**config.mk**
```make
export PLATFORM = sky130hd
export DESIGN_NAME = serial_logic_unit
export DESIGN_NICKNAME = d
export VERILOG_FILES = /design/src/rtl/slu_pkg.sv /design/src/rtl/slu_digit.sv /design/src/rtl/serial_logic_unit.sv
export SDC_FILE = /design/constraint.sdc
export NUM_CORES = 1
export LEC_CHECK = 0
export ABC_AREA = 1
export BUFFER_PORTS_ARGS = -buffer_cell sky130_fd_sc_hd__buf_2
export CAP_MARGIN = 40
export CORE_MARGIN = 8
export CORE_UTILIZATION = 31
export DETAILED_ROUTE_END_ITERATION = 10
export HOLD_SLACK_MARGIN = 0.12
export PLACE_DENSITY = 0.51
export SLEW_MARGIN = 20
export SYNTH_ARGS = -nofsm -noshare
export SYNTH_HDL_FRONTEND = slang
export SYNTH_SLANG_ARGS = --single-unit
```
**constraint.sdc**
```tcl
create_clock -name clk -period 3.56 [get_ports clk]
set_clock_uncertainty 0.05 [all_clocks]
set_input_delay 0.712 -clock clk [delete_from_list [all_inputs] [get_ports clk]]
set_output_delay 0.712 -clock clk [all_outputs]
set_load 0.005 [all_outputs]
```
**src/rtl/slu_pkg.sv**
```systemverilog
// +-------------------------------------------------------------------+
// | slu_pkg: shared types and defaults for serial_logic_unit (rev 1.0) |
// +-------------------------------------------------------------------+
`default_nettype none

package slu_pkg;

  localparam int SLU_DEF_WIDTH = 32;
  localparam int SLU_DEF_DIGIT = 4;

  typedef enum logic [2:0] {
    OP_NAND = 3'd0,
    OP_AND  = 3'd1,
    OP_OR   = 3'd2,
    OP_NOR  = 3'd3,
    OP_XOR  = 3'd4,
    OP_XNOR = 3'd5
  } op_e;

  typedef enum logic [1:0] {
    ST_IDLE = 2'd0,
    ST_RUN  = 2'd1,
    ST_DONE = 2'd2
  } state_e;

endpackage

`default_nettype wire

```
**src/rtl/slu_digit.sv**
```systemverilog
// +-------------------------------------------------------------------+
// | slu_digit: combinational DIGIT-bit logic cell (rev 1.0)            |
// +-------------------------------------------------------------------+
`default_nettype none

module slu_digit
  import slu_pkg::*;
#(
  parameter int DIGIT = SLU_DEF_DIGIT
) (
  input  logic [2:0]       op,
  input  logic [DIGIT-1:0] a,
  input  logic [DIGIT-1:0] b,
  output logic [DIGIT-1:0] y
);

  // Reserved opcodes fall through to an all-zero digit.
  always_comb begin
    y = '0;
    case (op_e'(op))
      OP_NAND: y = ~(a & b);
      OP_AND:  y = a & b;
      OP_OR:   y = a | b;
      OP_NOR:  y = ~(a | b);
      OP_XOR:  y = a ^ b;
      OP_XNOR: y = ~(a ^ b);
      default: y = '0;
    endcase
  end

endmodule

`default_nettype wire

```
**src/rtl/serial_logic_unit.sv**
```systemverilog
// +-------------------------------------------------------------------+
// | serial_logic_unit: digit-serial bitwise logic unit (rev 1.0)       |
// | Optional zero-result flag port enabled by SLU_ZERO_FLAG_EN.        |
// +-------------------------------------------------------------------+
`default_nettype none

module serial_logic_unit
  import slu_pkg::*;
#(
  parameter int WIDTH = SLU_DEF_WIDTH,
  parameter int DIGIT = SLU_DEF_DIGIT
) (
  input  logic             clk,
  input  logic             rst,
  input  logic             in_valid,
  output logic             in_ready,
  input  logic [2:0]       op,
  input  logic [WIDTH-1:0] in1,
  input  logic [WIDTH-1:0] in2,
  output logic             out_valid,
  input  logic             out_ready,
  output logic [WIDTH-1:0] out1,
  output logic             busy
`ifdef SLU_ZERO_FLAG_EN
  ,
  output logic             zero
`endif
);

  localparam int NUM_DIGITS = WIDTH / DIGIT;
  localparam int CNT_W      = (NUM_DIGITS > 1) ? $clog2(NUM_DIGITS) : 1;
  localparam logic [CNT_W-1:0] c_last = CNT_W'(NUM_DIGITS - 1);

  state_e           r_state;
  logic [2:0]       r_op;
  logic [WIDTH-1:0] r_a;
  logic [WIDTH-1:0] r_b;
  logic [WIDTH-1:0] r_res;
  logic [CNT_W-1:0] r_cnt;
  logic [DIGIT-1:0] w_y;
  logic [WIDTH-1:0] w_res_next;

  slu_digit #(
    .DIGIT (DIGIT)
  ) u_digit (
    .op (r_op),
    .a  (r_a[DIGIT-1:0]),
    .b  (r_b[DIGIT-1:0]),
    .y  (w_y)
  );

  // Each new digit enters at the top so the first one lands at bit 0 when done.
  generate
    if (NUM_DIGITS == 1) begin : g_single
      assign w_res_next = w_y;
    end else begin : g_multi
      assign w_res_next = {w_y, r_res[WIDTH-1:DIGIT]};
    end
  endgenerate

  always_ff @(posedge clk or posedge rst) begin
    if (rst) begin
      r_state <= ST_IDLE;
      r_op    <= '0;
      r_a     <= '0;
      r_b     <= '0;
      r_res   <= '0;
      r_cnt   <= '0;
    end else begin
      case (r_state)
        ST_IDLE: begin
          if (in_valid) begin
            r_op    <= op;
            r_a     <= in1;
            r_b     <= in2;
            r_res   <= '0;
            r_cnt   <= '0;
            r_state <= ST_RUN;
          end
        end
        ST_RUN: begin
          r_a   <= r_a >> DIGIT;
          r_b   <= r_b >> DIGIT;
          r_res <= w_res_next;
          r_cnt <= r_cnt + CNT_W'(1);
          if (r_cnt == c_last) begin
            r_state <= ST_DONE;
          end
        end
        ST_DONE: begin
          if (out_ready) begin
            r_state <= ST_IDLE;
          end
        end
        default: r_state <= ST_IDLE;
      endcase
    end
  end

  assign in_ready  = (r_state == ST_IDLE);
  assign out_valid = (r_state == ST_DONE);
  assign busy      = (r_state != ST_IDLE);
  assign out1      = out_valid ? r_res : '0;

`ifdef SLU_ZERO_FLAG_EN
  assign zero = out_valid && (r_res == '0);
`endif

endmodule

`default_nettype wire

```
==> out/qor.yml, run 1 <==
maxCapViolations: 0
rrSetupSlack_ns: 1.27
post_cts_buffers: 0
fin_tns_setup_ns: 0
crit_cells: 5
max_slew_margin_pct: 56.00
coreArea_sq_um: 15890
ctsHoldBuffers: 0
power_leakage_nw: 3.122
synth_edf_count: 0
critPathLaunchType: "flop"
antenna_cells: 0
die_x_um: 143.3
drc: 0
yosysSeqAreaShare_pct: 51.82
synth_top_cell_by_area: "dfrtp_1"
fin_crit_ns: 2.360
final_layout_size_suffix_gt1_share_pct: 18.78
insertion_delay_ns: 0.34
synth_warnings: 0
cts-root-buf: "clkbuf_16"
vdd_drop_max_mv: 0.3741
cts_buffers: 9
routabilityCongestion: 0.7740
first_pass_iters: 4
synth_common_cells: "187 x nand2_1, 104 x dfrtp_1, 68 x inv_1"
die_h_um: 143.3
hold_viol: 0
port_buffers: 105
htree_num_levels: 3
whs_ns: 0.4040
post-route-util_pct: 38.16
critPathMaxFanout: 26
vias: 4237
path_clk_slew_ns: 0.07
synth-seq-cells: 104
critPathKind: "flop to output pin"
syn_area_per_cell_sq_um: 8.180
period_share_pct: 66.30
timing.fmax_ghz: 0.4237
cts_tree: "yes"
finalNetCount: 779
nFillCells: 1689
rsz0062_at_grt: "false"
crit_start: "r_state[0]$_DFFE_PP0P_"
cp.arrival_ns: 1.60
rr_worst_depth: 6
rr_endpoint: "r_a[13]$_DFFE_PP0P_"
grt_overflow: 0
setup_viol: 0
rows: 46
synth_top_area_share_pct: 51.82
grt_usage_pct: 12.74
start_util_pct: 31.62
critPathMaxStageDelay_ns: 0.43
powerDensity_nw_per_um2: 954.7
report.final.slew_viol_count: 0
synth.most_common_cell: "nand2_1"
cp_top_family: "buffers and inverters"
syn_inst: 614
max_slew.worst_pin.slew_ns: 0.6600
initialDrtViolationCount: 173
synth.distinct_cells: 21
crit_slowest_cell: "dfrtp_1"
cts.sinks: 104
antenna_found_initial: 0
die-area_sq_um: 20530
routed_wl_um: 12770
cp-end-kind: "output pin"
outcome: "finished clean"
syn_nets: 695
wl_per_cell_um: 13.89
syn-cell-area_sq_um: 5022
clk_path_buf_depth: 2
hold_path_class: "primary input to async pin"
ant_nets: 0
path_cells: "nor2_1 -> inv_1 -> buf_16 -> nor2_1 -> buf_2"
synthToLayoutAreaGrowth_pct: 20.70
grt_pass1_wl_um: 21220
grt_max_degree: 97
async_flop_share_pct: 100.0
critPathBufInv: 3
crit_end: "out1[31]"
yosys_most_used_dff: "dfrtp_1"
grt_pass1_vias: 4367
dp_hpwl_um: 8937
worstReg2RegStart: "r_state[0]$_DFFE_PP0P_"
worstPathRequired_ns: 2.80
cts_resized: 0
pin_count: 106
yosys-top-cells-area: "dfrtp_1 52%, nand2_1 14%, o21a_1 6.0%"
vias_per_cell: 4.610
cpMostUsedCell: "nor2_1"
[power by group]
| part | internal [W] | total [W] | switching (W) |
|---|---|---|---|
| sequential | 0.00175 | 0.00201 | 0.000265 |
| combinational | 0.00101 | 0.00265 | 0.00164 |
| clock | 0.000685 | 0.00112 | 0.000436 |
| total | 0.00344 | 0.00579 | 0.00234 |
[sequential cells by signal (all words and copies together) (netlist names)]
name     cells
r_state      2
r_res       32
r_a         32
r_cnt        3
r_op         3
r_b         32
[area by class of cell]
cell class | count | area (sq um) | share of cell area, %
Clock buffer | 10 | 229.0 | 3.777
Clock inverter | 6 | 107.6 | 1.775
Inverter | 70 | 265.3 | 4.376
Multi-Input combinational cell | 403 | 1967 | 32.45
Sequential cell | 104 | 2603 | 42.93
Tap cell | 216 | 270.3 | 4.458
Timing Repair Buffer | 110 | 620.6 | 10.24
[placed cells by master, fill, tap and decap left out, types with 2 or more instances in the layout]
| cell type | instances |
|---|---|
| buf_12 | 3 |
| nand2_4 | 3 |
| buf_2 | 105 |
| a21oi_1 | 4 |
| clkinv_2 | 2 |
| o21ai_0 | 16 |
| dfrtp_1 | 104 |
| nand2_1 | 187 |
| nor2_1 | 44 |
| nand3_1 | 57 |
| clkbuf_16 | 9 |
| o22ai_1 | 28 |
| o21ai_1 | 10 |
| a22o_1 | 2 |
| inv_1 | 67 |
| o21a_1 | 40 |
| ha_1 | 10 |
| bufinv_16 | 3 |
| inv_2 | 2 |
[how the worst min path moves through the flow]
stage	startpoint	to	slack (ns)	cells past startpoint
after global routing	r_b[15]$_DFFE_PP0P_	r_b[15]$_DFFE_PP0P_	0.45	1
after global placement	r_cnt[0]$_DFFE_PP0P_	r_cnt[0]$_DFFE_PP0P_	0.41	1
final	rst	r_res[2]$_DFFE_PP0P_	0.40	2
after floorplan	r_res[28]$_DFFE_PP0P_	r_res[28]$_DFFE_PP0P_	0.40	2
after CTS	r_cnt[0]$_DFFE_PP0P_	r_cnt[0]$_DFFE_PP0P_	0.43	1
after detailed placement	r_res[28]$_DFFE_PP0P_	r_res[28]$_DFFE_PP0P_	0.42	2
[stage by stage]
stage / total power (W) / cells / worst slack, ns / instance area (sq um)
after floorplan: 0.004153 / 614 / 0.06581 / 5022
after global placement: 0.004593 / 901 / 1.269 / 5678
after detailed placement: 0.004706 / 903 / 1.239 / 5725
after CTS: 0.005861 / 919 / 1.180 / 6062
after global routing: 0.006334 / 919 / 1.051 / 6062
final: 0.005788 / 919 / 1.200 / 6062
[layer usage]
| metal | track usage, % | part of all wire [%] | up-vias |
|---|---|---|---|
| met3 | 3.406 | 5.8 | 9 |
| li1 | - | - | 2123 |
| met4 | 2.878 | 0.81 | 0 |
| met2 | 20.67 | 46 | 98 |
| met5 | 0 | 0 | - |
| met1 | 16.60 | 48 | 2007 |
[logic make-up (layout without fill, tap and decap cells)]
family / after synthesis / after routing / share of synthesized area (%)
AO/OA/AOI/OAI: 100 / 100 / 12.81
adder cells (fa/ha/maj): 10 / 10 / 2.491
buffers and inverters: 107 / 196 / 9.218
flip-flops: 104 / 104 / 51.82
AND/OR/NAND/NOR: 293 / 293 / 23.67
No activity file was read; power rests on OpenSTA's default activity.
==> run 2: changes to the inputs <==
- ABC_AREA: 1 -> 0
- clock period: 3.56 -> 2 ns (I/O delays scaled with it)
==> out/qor.yml, run 2 <==
grt_max_degree: 75  # was 97
clk_path_buf_depth: 2  # unchanged
vias_per_cell: 4.877  # was 4.610
cts-root-buf: "clkbuf_16"  # unchanged
syn_area_per_cell_sq_um: 10.53  # was 8.180 sq um
cp-end-kind: "output pin"  # unchanged
yosys-top-cells-area: "dfrtp_1 49%, a22o_1 6.2%, o21ai_1 5.4%"  # was dfrtp_1 52%, nand2_1 14%, o21a_1 6.0%
cts_buffers: 9  # unchanged
antenna_cells: 0  # unchanged
vias: 4048  # was 4237
rows: 48  # was 46
path_clk_slew_ns: 0.08  # was 0.07 ns
period_share_pct: 95.66
syn-cell-area_sq_um: 5351  # was 5022 sq um
final_cell_mix: "105 x buf_2, 102 x dfrtp_1, 58 x o21ai_1"  # was 187 x nand2_1, 105 x buf_2, 104 x dfrtp_1
grt_most_used_layer: "met2"  # unchanged
cp_top_family: "flip-flops"  # was buffers and inverters
critPathBufInv: 2  # was 3
yosys_most_used_dff: "dfrtp_1"  # unchanged
synth-seq-cells: 104  # unchanged
mostFrequentLayoutCell: "buf_2"  # was nand2_1
yosysSeqAreaShare_pct: 48.63  # was 51.82%
worstPathRequired_ns: 1.55  # was 2.80 ns
power_leakage_nw: 3.078  # was 3.122 nW
rsz0062_at_grt: "false"  # unchanged
synth.distinct_cells: 35  # was 21
grt.met3_usage_pct: 3.088  # was 3.406%
initialDrtViolationCount: 229  # was 173
hold_viol: 0  # unchanged
largest_registers: "r_a (32), r_b (32), r_res (32)"  # unchanged
async_flop_share_pct: 100.0  # unchanged
cts_tree: "yes"  # unchanged
whs_ns: 0.1656  # was 0.4040 ns
ant_nets: 0  # unchanged
hold_path_class: "primary input to flop"  # was primary input to async pin
port_buffers: 105  # unchanged
wl_per_cell_um: 16.51  # was 13.89 um
synth.most_common_cell: "dfrtp_1"  # was nand2_1
drc: 0  # unchanged
synth_warnings: 0  # unchanged
pin_count: 106  # unchanged
maxCapViolations: 0  # unchanged
cp.arrival_ns: 1.46  # was 1.60 ns
final_cells: 830  # was 919
cts.sinks: 104  # unchanged
grt_use_met1_pct: 17.09  # was 16.60%
htree_num_levels: 3  # unchanged
fin_tns_setup_ns: 0  # unchanged
critPathKind: "flop to output pin"  # unchanged
powerDensity_nw_per_um2: 1316  # was 954.7 nW/um^2
first_pass_iters: 5  # was 4
crit_slowest_cell: "dfrtp_2"  # was dfrtp_1
start_util_pct: 31.26  # was 31.62%
globalRouteMet2Util_pct: 19.52  # was 20.67%
fin_crit_ns: 1.913
insertion_delay_ns: 0.36  # was 0.34 ns
synth_common_cells: "104 x dfrtp_1, 58 x o21ai_1, 38 x a22o_1"  # was 187 x nand2_1, 104 x dfrtp_1, 68 x inv_1
path_cells: "and2b_2 -> buf_6 -> and2_1 -> buf_2"  # was nor2_1 -> inv_1 -> buf_16 -> nor2_1 -> buf_2
post-route-util_pct: 37.57  # was 38.16%
vdd_drop_max_mv: 0.5118  # was 0.3741 mV
syn_inst: 508  # was 614
routabilityCongestion: 0.7320  # was 0.7740
max_slew_margin_pct: 72.72  # was 56.00%
report.final.slew_viol_count: 0  # unchanged
die_h_um: 147.4  # was 143.3 um
critPathMaxFanout: 21  # was 26
timing.fmax_ghz: 0.5227
die-area_sq_um: 21720  # was 20530 sq um
grt_overflow: 0  # unchanged
final_layout_size_suffix_gt1_share_pct: 30.08  # was 18.78%
coreArea_sq_um: 17120  # was 15890 sq um
die_x_um: 147.4  # was 143.3 um
nFillCells: 1726  # was 1689
setup_viol: 0  # unchanged
synth_top_cell_by_area: "dfrtp_1"  # unchanged
placed_cells: 811  # was 903
outcome: "finished clean"  # unchanged
synth_edf_count: 0  # unchanged
grt_pass1_vias: 4219  # was 4367
max_slew.worst_pin.slew_ns: 0.4093  # was 0.6600 ns
power_w: 0.008460  # was 0.005788 W
dp_hpwl_um: 9593  # was 8937 um
grt_usage_pct: 12.75  # was 12.74%
critPathLaunchType: "flop"  # unchanged
synthToLayoutAreaGrowth_pct: 20.18  # was 20.70%
critPathMaxStageDelay_ns: 0.43  # about the same
grt_pass1_wl_um: 22610  # was 21220 um
antenna_found_initial: 0  # unchanged
syn_nets: 589  # was 695
synth_top_area_share_pct: 48.63  # was 51.82%
finalNetCount: 681  # was 779
routed_wl_um: 13710  # was 12770 um
run 2: cell types whose count changed after synthesis, sizes merged, moves of 28 or more:
cell   delta
nand2   -162
inv      -59
nand3    -53
a21oi    +49
nor2     -40
o21a     -40
and2     +37
a22o     +36
o21ai    +36
a22oi    +34
nor2b    +28
o22ai    -28
run 2: power by group:
part | internal [W] | switching [W] | leakage [nW]
clock network | 0.000896 | 0.000899 | 0.150
logic | 0.00144 | 0.00159 | 1.57
registers | 0.00296 | 0.000677 | 1.36
total | 0.00529 | 0.00317 | 3.08
run 2: cell type report:
cell class / instances / area, sq um / area share [%]
inverter: 11 / 45.04 / 0.7004
tap: 225 / 281.5 / 4.377
clock buffer: 9 / 225.2 / 3.502
sequential: 104 / 2605 / 40.51
clock inverter: 7 / 81.33 / 1.265
multi-input combinational: 347 / 2421 / 37.65
timing repair buffer: 127 / 772.0 / 12.00
run 2: routing by layer:
metal | wire length, um | vias to the layer above
met4 | 197 | 0
met5 | 0 | -
li1 | - | 2000
met2 | 6309 | 84
met3 | 656 | 13
met1 | 6542 | 1951
run 2: worst register-to-register path, stage by stage, from the launching register on:
cell	delay [ns]
dfrtp_2	0.43
buf_4	0.15
buf_4	0.19
o21bai_4	0.17
buf_4	0.39
a22oi_1	0.18
nand3_1	0.11
run 2: through the flow:
step	instance area [sq um]	setup WS, ns
after floorplan	5355	0.3044
after detailed placement	6095	0.3539
after CTS	6422	0.005718
after global routing	6431	0.01929
final	6431	0.08683
after global placement	6095	0.3937
run 2: kinds of logic (layout without fill, tap and decap cells):
logic type | count (synthesis) | after routing | share of synthesized area, %
AOI/OAI and AO/OA | 192 | 192 | 24.97
xor gates and xnor gates | 4 | 4 | 0.6546
adders and majority gates | 10 | 10 | 2.338
buffers and inverters | 57 | 154 | 6.289
DFF | 104 | 104 | 48.63
muxes | 3 | 3 | 0.6312
and+or+nand+nor | 138 | 138 | 16.48
run 2: timing repair:
item | CTS | global route
hold buffers | 1 | 0
hold endpoints to repair | 6 | 0
setup endpoints to repair | 30 | 32
gates resized for setup | 1 | 1
setup buffers | 1 | 1
run 2: worst paths after layout:
| kind | depth (start not counted) | start | end | slack, ns |
|---|---|---|---|---|
| worst max register to register | 6 | r_state[0]$_DFFE_PP0P_ | r_res[29]$_DFFE_PP0P_ | 0.27 |
| worst max-delay path | 4 | r_state[0]$_DFFE_PP0P_ | out1[18] | 0.09 |
| worst min register to register | 2 | r_b[6]$_DFFE_PP0P_ | r_b[6]$_DFFE_PP0P_ | 0.44 |
| min in group asynchronous | 3 | rst | r_cnt[2]$_DFFE_PP0P_ | 0.50 |
| max in group asynchronous | 4 | rst | r_res[21]$_DFFE_PP0P_ | 0.85 |
| worst min-delay path | 2 | out_ready | r_state[1]$_DFFE_PP0P_ | 0.17 |
==> run 3: changes to the inputs <==
- RECOVER_POWER: default -> 100
==> out/qor.yml, run 3 (synthesis gave the netlist of run 2 again) <==
power.share.clock_pct: 21.7  # was 21.2%
crit_start: "r_state[0]$_DFFE_PP0P_"  # unchanged
final_cell_mix: "102 x dfrtp_1, 87 x buf_2, 47 x o21ai_0"  # was 105 x buf_2, 102 x dfrtp_1, 58 x o21ai_1
port_buffers: 105  # unchanged
cts_buffers: 9  # unchanged
p_int_w: 0.005172  # was 0.005295 W
worstReg2RegStart: "r_state[0]$_DFFE_PP0P_"  # unchanged
vdd_drop_max_mv: 0.5040  # was 0.5118 mV
powerDensity_nw_per_um2: 1311  # was 1316 nW/um^2
outcome: "finished clean"  # unchanged
routed_wl_um: 13750  # was 13710 um
critPathMaxFanout: 21  # unchanged
start_util_pct: 31.26  # unchanged
rrSetupSlack_ns: 0.17  # was 0.27 ns
rsz0062_at_grt: "false"  # unchanged
timing.fmax_ghz: 0.5251  # was 0.5227 GHz
nFillCells: 1743  # was 1726
die-area_sq_um: 21720  # unchanged
coreArea_sq_um: 17120  # unchanged
report.final.slew_viol_count: 0  # unchanged
p_sw_share_pct: 37.59  # was 37.41%
grt_pass1_vias: 4219  # unchanged
mostFrequentLayoutCell: "dfrtp_1"  # was buf_2
initialDrtViolationCount: 248  # was 229
vias: 4019  # was 4048
drc: 0  # unchanged
hold_viol: 0  # unchanged
wl_per_cell_um: 16.57  # was 16.51 um
p_comb_share_pct: 34.5  # was 35.8%
path_clk_slew_ns: 0.08  # about the same
first_pass_iters: 4  # was 5
switching_power_w: 0.003115  # was 0.003165 W
maxCapViolations: 0  # unchanged
antenna_cells: 0  # unchanged
vias_per_cell: 4.842  # was 4.877
critPathKind: "flop to output pin"  # unchanged
grt_usage_pct: 12.75  # unchanged
die_x_um: 147.4  # unchanged
rr_worst_depth: 4  # was 6
largest_registers: "r_a (32), r_b (32), r_res (32)"  # unchanged
critPathLaunchType: "flop"  # unchanged
power_leakage_nw: 2.954  # was 3.078 nW
design_area_sq_um: 6320  # was 6431 sq um
cts_tree: "yes"  # unchanged
pin_count: 106  # unchanged
max_slew_margin_pct: 46.07  # was 72.72%
cp-end-kind: "output pin"  # unchanged
synthToLayoutAreaGrowth_pct: 18.10  # was 20.18%
grt_max_degree: 75  # unchanged
cp.arrival_ns: 1.45  # was 1.46 ns
finalNetCount: 681  # unchanged
rr_endpoint: "r_op[1]$_DFFE_PP0P_"  # was r_res[29]$_DFFE_PP0P_
fin_tns_setup_ns: 0  # unchanged
seq_power_share_pct: 43.8  # was 43.0%
insertion_delay_ns: 0.36  # about the same
setup_viol: 0  # unchanged
grt_overflow: 0  # unchanged
fin_crit_ns: 1.905  # was 1.913 ns
ant_nets: 0  # unchanged
place_area_sq_um: 6095  # unchanged
rows: 48  # unchanged
cts-root-buf: "clkbuf_16"  # unchanged
power_w: 0.008287  # was 0.008460 W
cts.sinks: 104  # unchanged
dp_hpwl_um: 9593  # unchanged
crit_end: "out1[18]"  # unchanged
max_slew.worst_pin.slew_ns: 0.8089  # was 0.4093 ns
die_h_um: 147.4  # unchanged
grt_pass1_wl_um: 22610  # unchanged
hold_path_class: "primary input to flop"  # unchanged
clk_path_buf_depth: 2  # unchanged
period_share_pct: 95.23  # was 95.66%
worstPathRequired_ns: 1.55  # about the same
routabilityCongestion: 0.7320  # unchanged
htree_num_levels: 3  # unchanged
final_layout_size_suffix_gt1_share_pct: 26.61  # was 30.08%
antenna_found_initial: 0  # unchanged
-- run 3: worst min path at each step --
| stage | cells past startpoint | to | slack (ns) | start |
|---|---|---|---|---|
| 2_1_floorplan | 1 | r_cnt[0]$_DFFE_PP0P_ | 0.40 | r_cnt[0]$_DFFE_PP0P_ |
| 4_1_cts | 2 | r_state[1]$_DFFE_PP0P_ | 0.15 | out_ready |
| 3_5_place_dp | 2 | r_cnt[2]$_DFFE_PP0P_ | 0.34 | rst |
| 6_report | 2 | r_state[1]$_DFFE_PP0P_ | 0.17 | out_ready |
| 5_1_grt | 2 | r_state[1]$_DFFE_PP0P_ | 0.17 | out_ready |
| 3_3_place_gp | 2 | r_res[27]$_DFFE_PP0P_ | 0.34 | rst |
-- run 3: through the flow --
step / utilization (%) / setup WS [ns] / hold WS, ns / instances
final: 36.92 / 0.09549 / 0.1668 / 830
after global routing: 36.92 / 0.01155 / 0.1731 / 830
after global placement: 35.61 / 0.3937 / 0.3395 / 811
after CTS: 37.52 / 0.005718 / 0.1543 / 829
after floorplan: - / 0.3044 / 0.4012 / 508
after detailed placement: 35.61 / 0.3539 / 0.3355 / 811
-- run 3: power by group through the flow --
stage | combinational, W | sequential, W | clock (W)
CTS | 0.00306 | 0.00364 | 0.00185
global placement | 0.00296 | 0.00367 | 0
detailed placement | 0.00303 | 0.00369 | 0
finish | 0.00286 | 0.00363 | 0.00179
floorplan | 0.00251 | 0.00338 | 0
global route | 0.00325 | 0.00376 | 0.00194
-- run 3: critical path, stage by stage, from the launching register on --
cell and delay, ns:
dfrtp_2 0.43, and2b_2 0.25, buf_6 0.15, and2_1 0.15
buf_2 0.11
-- run 3: area by class of cell --
class | instances | area [sq um] | share of cell area [%]
inverter | 11 | 42.54 | 0.6731
timing repair buffer | 127 | 680.7 | 10.77
sequential | 104 | 2605 | 41.22
tap | 225 | 281.5 | 4.455
clock inverter | 7 | 81.33 | 1.287
multi-input combinational | 347 | 2404 | 38.03
clock buffer | 9 | 225.2 | 3.564
-- run 3: repair_timing --
item,in CTS,in global routing
buffers inserted,1,1
endpoints found under the setup margin,30,32
endpoints found under the hold margin,6,0
hold buffers,1,0
gates resized for setup,1,1
-- run 3: metal layers --
metal | global-route usage, % | up-vias | wire (um)
li1 | - | 1993 | -
met1 | 17.09 | 1944 | 6567
met2 | 19.52 | 73 | 6429
met3 | 3.088 | 9 | 609
met4 | 4.793 | 0 | 142
met5 | 0 | - | 0
